==> src/rtl/plate_pkg.sv <==
// Shared definitions for the plate controller: control codes, plate width,
// FSM state encoding, request encoding and a lowest-set-bit helper.
package plate_pkg;

    localparam int PLATE_W = 16;

    localparam logic [3:0] CTRL_HOLD = 4'b1111;
    localparam logic [3:0] CTRL_R1   = 4'b0001;
    localparam logic [3:0] CTRL_L1   = 4'b0100;
    localparam logic [3:0] CTRL_R2   = 4'b0011;
    localparam logic [3:0] CTRL_L2   = 4'b0110;

    typedef enum logic [2:0] {
        ST_IDLE,
        ST_SLOW_L,
        ST_FAST_L,
        ST_SLOW_R,
        ST_FAST_R
    } plate_state_t;

    typedef enum logic [1:0] {
        REQ_NONE,
        REQ_L,
        REQ_R
    } plate_req_t;

    // Index of the lowest set bit; 0 when no bit is set (callers treat an
    // empty bitmap separately).
    function automatic logic [3:0] lowest_set_bit(input logic [PLATE_W-1:0] bits);
        logic [3:0] idx;
        logic       found;
        idx   = 4'd0;
        found = 1'b0;
        for (int i = 0; i < PLATE_W; i++) begin
            if (!found && bits[i]) begin
                idx   = i[3:0];
                found = 1'b1;
            end
        end
        return idx;
    endfunction

endpackage

==> src/rtl/plate_tick_gen.sv <==
// Game-tick generator: a free-running 0..TICK_DIV-1 counter that is cleared
// and silenced while paused, so the first tick after release is a full
// period away.
module plate_tick_gen #(
    parameter int TICK_DIV = 50000
) (
    input  logic clock,
    input  logic reset,
    input  logic i_pause,
    output logic o_tick
);

    localparam int              CNT_W    = $clog2(TICK_DIV);
    localparam logic [CNT_W-1:0] CNT_LAST = CNT_W'(TICK_DIV - 1);
    localparam logic [CNT_W-1:0] CNT_ONE  = CNT_W'(1);

    logic [CNT_W-1:0] r_count;
    logic             w_at_last;

    assign w_at_last = (r_count == CNT_LAST);
    assign o_tick    = w_at_last && !i_pause;

    // Period counter: held at zero while paused, wraps after the last count.
    always_ff @(posedge clock or negedge reset) begin
        if (!reset) begin
            r_count <= '0;
        end else if (i_pause || w_at_last) begin
            r_count <= '0;
        end else begin
            r_count <= r_count + CNT_ONE;
        end
    end

endmodule

==> src/rtl/plate_ctrl.sv <==
// Plate controller: turns synchronized buttons or ball-tracking demo mode
// into one-cycle plate control pulses at the game-tick rate, with
// hold-to-accelerate and blocking at the playfield edges.
module plate_ctrl
    import plate_pkg::*;
#(
    parameter int TICK_DIV    = 50000,
    parameter int ACCEL_TICKS = 4
) (
    input  logic               clock,
    input  logic               reset,
    input  logic               btn_left,
    input  logic               btn_right,
    input  logic               auto_en,
    input  logic [3:0]         ball_col,
    input  logic               pause,
    input  logic [PLATE_W-1:0] plate_pos,
    output logic [3:0]         control,
    output logic               moving,
    output logic               fast
);

    localparam int                HOLD_W    = $clog2(ACCEL_TICKS + 1);
    localparam logic [HOLD_W-1:0] HOLD_MAX  = HOLD_W'(ACCEL_TICKS);
    localparam logic [HOLD_W-1:0] HOLD_ONE  = HOLD_W'(1);
    localparam logic [HOLD_W:0]   ACCEL_CMP = (HOLD_W + 1)'(ACCEL_TICKS);

    // Code issued for one cycle after a tick lands the FSM in a given state.
    function automatic logic [3:0] state_code(input plate_state_t s);
        case (s)
            ST_SLOW_L: return CTRL_L1;
            ST_FAST_L: return CTRL_L2;
            ST_SLOW_R: return CTRL_R1;
            ST_FAST_R: return CTRL_R2;
            default:   return CTRL_HOLD;
        endcase
    endfunction

    logic              r_left_s1, r_left_s2;
    logic              r_right_s1, r_right_s2;
    logic              w_tick;
    logic [3:0]        w_low;
    logic [4:0]        w_low_p1, w_low_p2, w_ball;
    plate_req_t        w_req;
    logic              w_req_auto;
    plate_state_t      r_state, w_state_nxt;
    logic [HOLD_W-1:0] r_hold, w_hold_nxt, w_hold_inc;
    logic              w_accel_reach;
    logic [3:0]        r_control;
    logic              r_moving, r_fast;

    plate_tick_gen #(
        .TICK_DIV(TICK_DIV)
    ) u_tick (
        .clock   (clock),
        .reset   (reset),
        .i_pause (pause),
        .o_tick  (w_tick)
    );

    // Two-flop synchronizers for the asynchronous buttons.
    always_ff @(posedge clock or negedge reset) begin
        if (!reset) begin
            r_left_s1  <= 1'b0;
            r_left_s2  <= 1'b0;
            r_right_s1 <= 1'b0;
            r_right_s2 <= 1'b0;
        end else begin
            r_left_s1  <= btn_left;
            r_left_s2  <= r_left_s1;
            r_right_s1 <= btn_right;
            r_right_s2 <= r_right_s1;
        end
    end

    // Plate occupies w_low..w_low+3; auto mode keeps the ball over the middle pair.
    assign w_low    = lowest_set_bit(plate_pos);
    assign w_low_p1 = {1'b0, w_low} + 5'd1;
    assign w_low_p2 = {1'b0, w_low} + 5'd2;
    assign w_ball   = {1'b0, ball_col};

    // Request arbitration: manual beats auto, both buttons cancel, edges block.
    always_comb begin
        w_req      = REQ_NONE;
        w_req_auto = 1'b0;
        if (plate_pos == '0) begin
            w_req = REQ_NONE;
        end else if (r_left_s2 && !r_right_s2) begin
            w_req = REQ_L;
        end else if (r_right_s2 && !r_left_s2) begin
            w_req = REQ_R;
        end else if (!r_left_s2 && !r_right_s2 && auto_en) begin
            w_req_auto = 1'b1;
            if (w_ball > w_low_p2) begin
                w_req = REQ_L;
            end else if (w_ball < w_low_p1) begin
                w_req = REQ_R;
            end
        end
        if (w_req == REQ_L && plate_pos[PLATE_W-1]) begin
            w_req = REQ_NONE;
        end
        if (w_req == REQ_R && plate_pos[0]) begin
            w_req = REQ_NONE;
        end
    end

    assign w_hold_inc    = (r_hold >= HOLD_MAX) ? HOLD_MAX : (r_hold + HOLD_ONE);
    assign w_accel_reach = (({1'b0, r_hold} + (HOLD_W + 1)'(1)) >= ACCEL_CMP);

    // Next-state logic; nothing moves except on a tick.
    always_comb begin
        w_state_nxt = r_state;
        w_hold_nxt  = r_hold;
        if (w_tick) begin
            case (w_req)
                REQ_L: begin
                    if (r_state == ST_SLOW_L || r_state == ST_FAST_L) begin
                        w_hold_nxt = w_hold_inc;
                        if (w_req_auto) begin
                            w_state_nxt = ST_SLOW_L;
                        end else if (r_state == ST_FAST_L || w_accel_reach) begin
                            w_state_nxt = ST_FAST_L;
                        end else begin
                            w_state_nxt = ST_SLOW_L;
                        end
                    end else begin
                        w_state_nxt = ST_SLOW_L;
                        w_hold_nxt  = HOLD_ONE;
                    end
                end
                REQ_R: begin
                    if (r_state == ST_SLOW_R || r_state == ST_FAST_R) begin
                        w_hold_nxt = w_hold_inc;
                        if (w_req_auto) begin
                            w_state_nxt = ST_SLOW_R;
                        end else if (r_state == ST_FAST_R || w_accel_reach) begin
                            w_state_nxt = ST_FAST_R;
                        end else begin
                            w_state_nxt = ST_SLOW_R;
                        end
                    end else begin
                        w_state_nxt = ST_SLOW_R;
                        w_hold_nxt  = HOLD_ONE;
                    end
                end
                default: begin
                    w_state_nxt = ST_IDLE;
                    w_hold_nxt  = '0;
                end
            endcase
        end
    end

    // FSM state and hold-count registers.
    always_ff @(posedge clock or negedge reset) begin
        if (!reset) begin
            r_state <= ST_IDLE;
            r_hold  <= '0;
        end else begin
            r_state <= w_state_nxt;
            r_hold  <= w_hold_nxt;
        end
    end

    // Registered outputs: one-cycle code pulse after each tick, state decodes.
    always_ff @(posedge clock or negedge reset) begin
        if (!reset) begin
            r_control <= CTRL_HOLD;
            r_moving  <= 1'b0;
            r_fast    <= 1'b0;
        end else begin
            r_control <= w_tick ? state_code(w_state_nxt) : CTRL_HOLD;
            r_moving  <= (w_state_nxt != ST_IDLE);
            r_fast    <= (w_state_nxt == ST_FAST_L) || (w_state_nxt == ST_FAST_R);
        end
    end

    assign control = r_control;
    assign moving  = r_moving;
    assign fast    = r_fast;

endmodule

==> config.mk <==
export PLATFORM = sky130hd
export DESIGN_NAME = plate_ctrl
export DESIGN_NICKNAME = d
export VERILOG_FILES = /design/src/rtl/plate_pkg.sv /design/src/rtl/plate_tick_gen.sv /design/src/rtl/plate_ctrl.sv
export SDC_FILE = /design/constraint.sdc
export NUM_CORES = 1
export LEC_CHECK = 0
export BUFFER_PORTS_ARGS = -buffer_cell sky130_fd_sc_hd__clkbuf_2
export CORE_UTILIZATION = 45
export CTS_BUF_LIST = sky130_fd_sc_hd__clkbuf_16
export DETAILED_ROUTE_END_ITERATION = 8
export PLACE_DENSITY = 0.65
export SLEW_MARGIN = 20
export SYNTH_ARGS = -nofsm -noshare
export SYNTH_HDL_FRONTEND = slang
export SYNTH_SLANG_ARGS = --single-unit
==> constraint.sdc <==
create_clock -name clock -period 3.5 [get_ports clock]
set_clock_uncertainty 0.2 [all_clocks]
set_input_delay 0.7 -clock clock [delete_from_list [all_inputs] [get_ports clock]]
set_output_delay 0.7 -clock clock [all_outputs]
set_load 0.005 [all_outputs]
==> summary.md <==
| Metric | Value |
|---|---|
| Status | finished with violations |
| Failing checks | negative setup slack |
| Non-Filler Instances | 363 |
| Synthesized flop and latch total | 32 |
| Detailed Route WL | 5.197 mm |
| Routed Antenna Nets | 0 |
| Crit path max fanout | 4 |
| Longest Clk Path Bufs | 2 |
| First-pass GRT wire length | 8.383 mm |
| RSZ-0062 raised after global routing | yes |
| Worst r2r src | r_left_s2 |
| Met3 wire length | 144 um |
| Die W | 70.91 um |
| FMAX | 215.9 MHz |
| Root Buffer | clkbuf_16 |
| FILL cells | 357 |
| Drt via density | 5.455 |
| PnR Total Power | 0.9505 mW |
| CTS buffer count | 5 |
| Clock H-tree levels | 2 |
| CTS tree | yes |
| Critical path startpoint | plate_pos[7] |
| Post-synth EDFFs | 0 |
| Post-route clock period utilization | 132.4% |
| DRT iter0 DRCs | 100 |
| Hold Fails Final Rpt | 0 |
| Register area share after synthesis | 37.70% |
| Core area | 4444 um2 |
| Mapped Area | 2137 um2 |
| Top post-synthesis cells by area | dfrtp_1 (33%), ha_1 (8.8%), nor2_1 (6.5%) |
| Area leader, netlist | dfrtp_1 |
| Final-report max-slew violation count | 0 |
| Top Metal Used | met4 |
| Clock power frac | 41.9% |
| Min-delay src | r_right_s1 |
| Top FF cell, synth | dfrtp_1 |
| Metal2 WL | 2.554 mm |
| Port buffer count | 31 |
| Worst min-delay path class | reg -> reg |
| Synth warn | 0 |
| Residual DRC | 0 |
| Total clock sinks | 32 |
| Post-DP HPWL | 3.634 mm |
| # IOs | 32 |
| Crit path DAT | 4.59 ns |
| Synth top area share | 32.79% |
| Setup_tns | -10.93 ns |
| Pleak | 1.381 nW |
| Share of total power in combinational logic | 17.2% |
| Psw | 0.2346 mW |
| Clk pin slew, worst setup/hold paths | 0.05 ns |
| Fin worst setup slack | -1.133 ns |
| Startpoint Class | primary input |
| Placer Congestion | 0.8864 |
| Sequential share of power | 40.9% |
| Int Pwr | 0.7160 mW |
| Wire per inst | 14.32 um |
| Post-synth net total | 273 |
| Diodes inserted | 0 |
| Cells after DPL | 350 |
| Final critical-path required period | 4.633 ns |
| Placed inst area | 2686 um2 |
| Initial antenna violation count | 0 |
| Row cnt | 24 |
| Final nets | 351 |
| Clock latency on the worst-skew pair | 0.28 ns |
| Power Dens Cells | 310.1 nW/um2 |
| Largest net degree at the start of global routing | 33 |
| Nature of the critical path endpoint | flip-flop |
| Met1 Wirelength | 2.393 mm |
| Final Instance Area | 3065 um2 |
| Reg2Reg Setup Slack | 1.03 ns |
| P&R area growth vs syn | 43.44% |
| Setup violations, final | 12 |
| Total grt overflow | 0 |
| Pre-CTS setup slack | -1.306 ns |
| Hold WS | 0.1451 ns |
| Mapped Cells | 232 |
| Measured slew at the worst slew-check pin | 0.8241 ns |
| Peak supply drop | 0.2776 mV |
| Final Core Density | 68.98% |
| First-pass iteration count of the detailed router | 6 |
| Initial Util | 48.09% |
| Die height | 70.91 um |
| Max Cap Viol | 0 |
| Post-synth ARST share | 100.0% |
| Die footprint | 5028 um2 |
| Sw frac | 24.68% |
| Worst Path Class, Setup | in -> reg |
| Required time of the critical path | 3.46 ns |
| DR vias | 1,980 |
| Overall Global Routing Usage | 21.59% |
| Cell variety after synth | 53 |
| Number of global-route vias before repair | 1,898 |
| Layout cells sized above 1 | 42.44% |
| Rel. slew slack | 44.86% |
| Syn_area_per_cell | 9.211 um2 |
## Yosys cell counts (3+ instances only)
cell type   n
nor2_1     37
dfrtp_1    28
nand2_1    16
ha_1       15
inv_1      10
nand3_1    10
xor2_1     10
a21oi_1     8
o21ai_0     8
xnor2_1     8
nor2b_1     7
clkbuf_1    5
nand2b_1    5
dfstp_2     4
nor4_1      4
a22o_1      3
a31oi_1     3
and3_1      3
nor3_1      3
or4_4       3
## cell usage in the layout, fill, tap and decap left out, drive strengths merged, types with 10 or more instances in the layout
cell type,netlist,layout
buf,1,47
nor2,37,37
clkbuf,5,35
dfrtp,28,28
nand2,16,16
ha,15,15
inv,10,11
nand3,10,10
xor2,10,10
o21ai,10,10
## worst max-delay path: stages
cell and delay (ns):
buf_6 0.09, or4_4 0.58, nor3_4 0.24, o21ai_2 0.09, a21oi_2 0.19, ha_2 0.21
xor2_1 0.15, ha_1 0.29, and4_1 0.19, a21oi_4 0.20, nand4b_1 0.18, a211o_1 0.38
ha_4 0.18, mux2_4 0.25, a22oi_2 0.15, nor2_1 0.07, a21oi_1 0.17, nor2_2 0.08
a22o_1 0.19
## path summary, 6_finish.rpt
kind | to | cells past startpoint
setup / recovery | r_hold[2] | 19
hold / removal | r_right_s2 | 0
setup reg to reg | r_hold[2] | 9
min in group asynchronous | r_state[0] | 1
max in group asynchronous | u_tick.r_count[7] | 1
hold reg to reg | r_right_s2 | 0
## power groups by stage
stage	logic, mW	clock network (mW)	registers, mW
6_report	0.164	0.398	0.389
2_1_floorplan	0.0696	0	0.389
4_1_cts	0.145	0.406	0.388
5_1_grt	0.182	0.425	0.390
3_5_place_dp	0.136	0	0.394
3_3_place_gp	0.133	0	0.394
## timing repair
| action | 4_1_cts | 5_1_grt |
|---|---|---|
| setup endpoints to repair | 12 | 12 |
| gates cloned | 0 | 0 |
| pin swaps | 14 | 20 |
| gates resized for setup | 17 | 25 |
| setup buffers | 2 | 3 |
| hold buffers | 0 | 0 |
## layout make-up
cell class	count	area [um2]	area share (%)
clock buffer	5	125.1	4.082
tap	52	65.06	2.122
multi-input combinational	184	1503	49.02
inverter	10	37.54	1.224
sequential	32	805.8	26.29
clock inverter	3	11.26	0.3673
timing repair buffer	77	518.0	16.90
## state kept, by name, summed over array words and instances (netlist names)
name and count:
control 4, moving 1, r_hold 3, r_left_s2 1, r_right_s1 1, r_state 3
u_tick.r_count 16, r_left_s1 1, r_right_s2 1, fast 1
## per-layer routing
metal	GRT usage, %	up-vias
met5	0	-
met4	8.222	0
met3	4.701	13
met2	36.43	39
met1	27.20	929
li1	-	999
## logic make-up (layout without fill, tap and decap cells)
logic type      after synthesis  in the layout  share of synthesized area [%]
fa+ha+maj                    15             15                          8.782
mux                           2              2                         0.9953
simple gates                103            103                          26.35
xor+xnor                     18             18                          7.377
compound gates               46             46                          15.93
buf+inv                      16             95                          2.869
flops                        32             32                          37.70
Power figures use the tool's default switching activity.
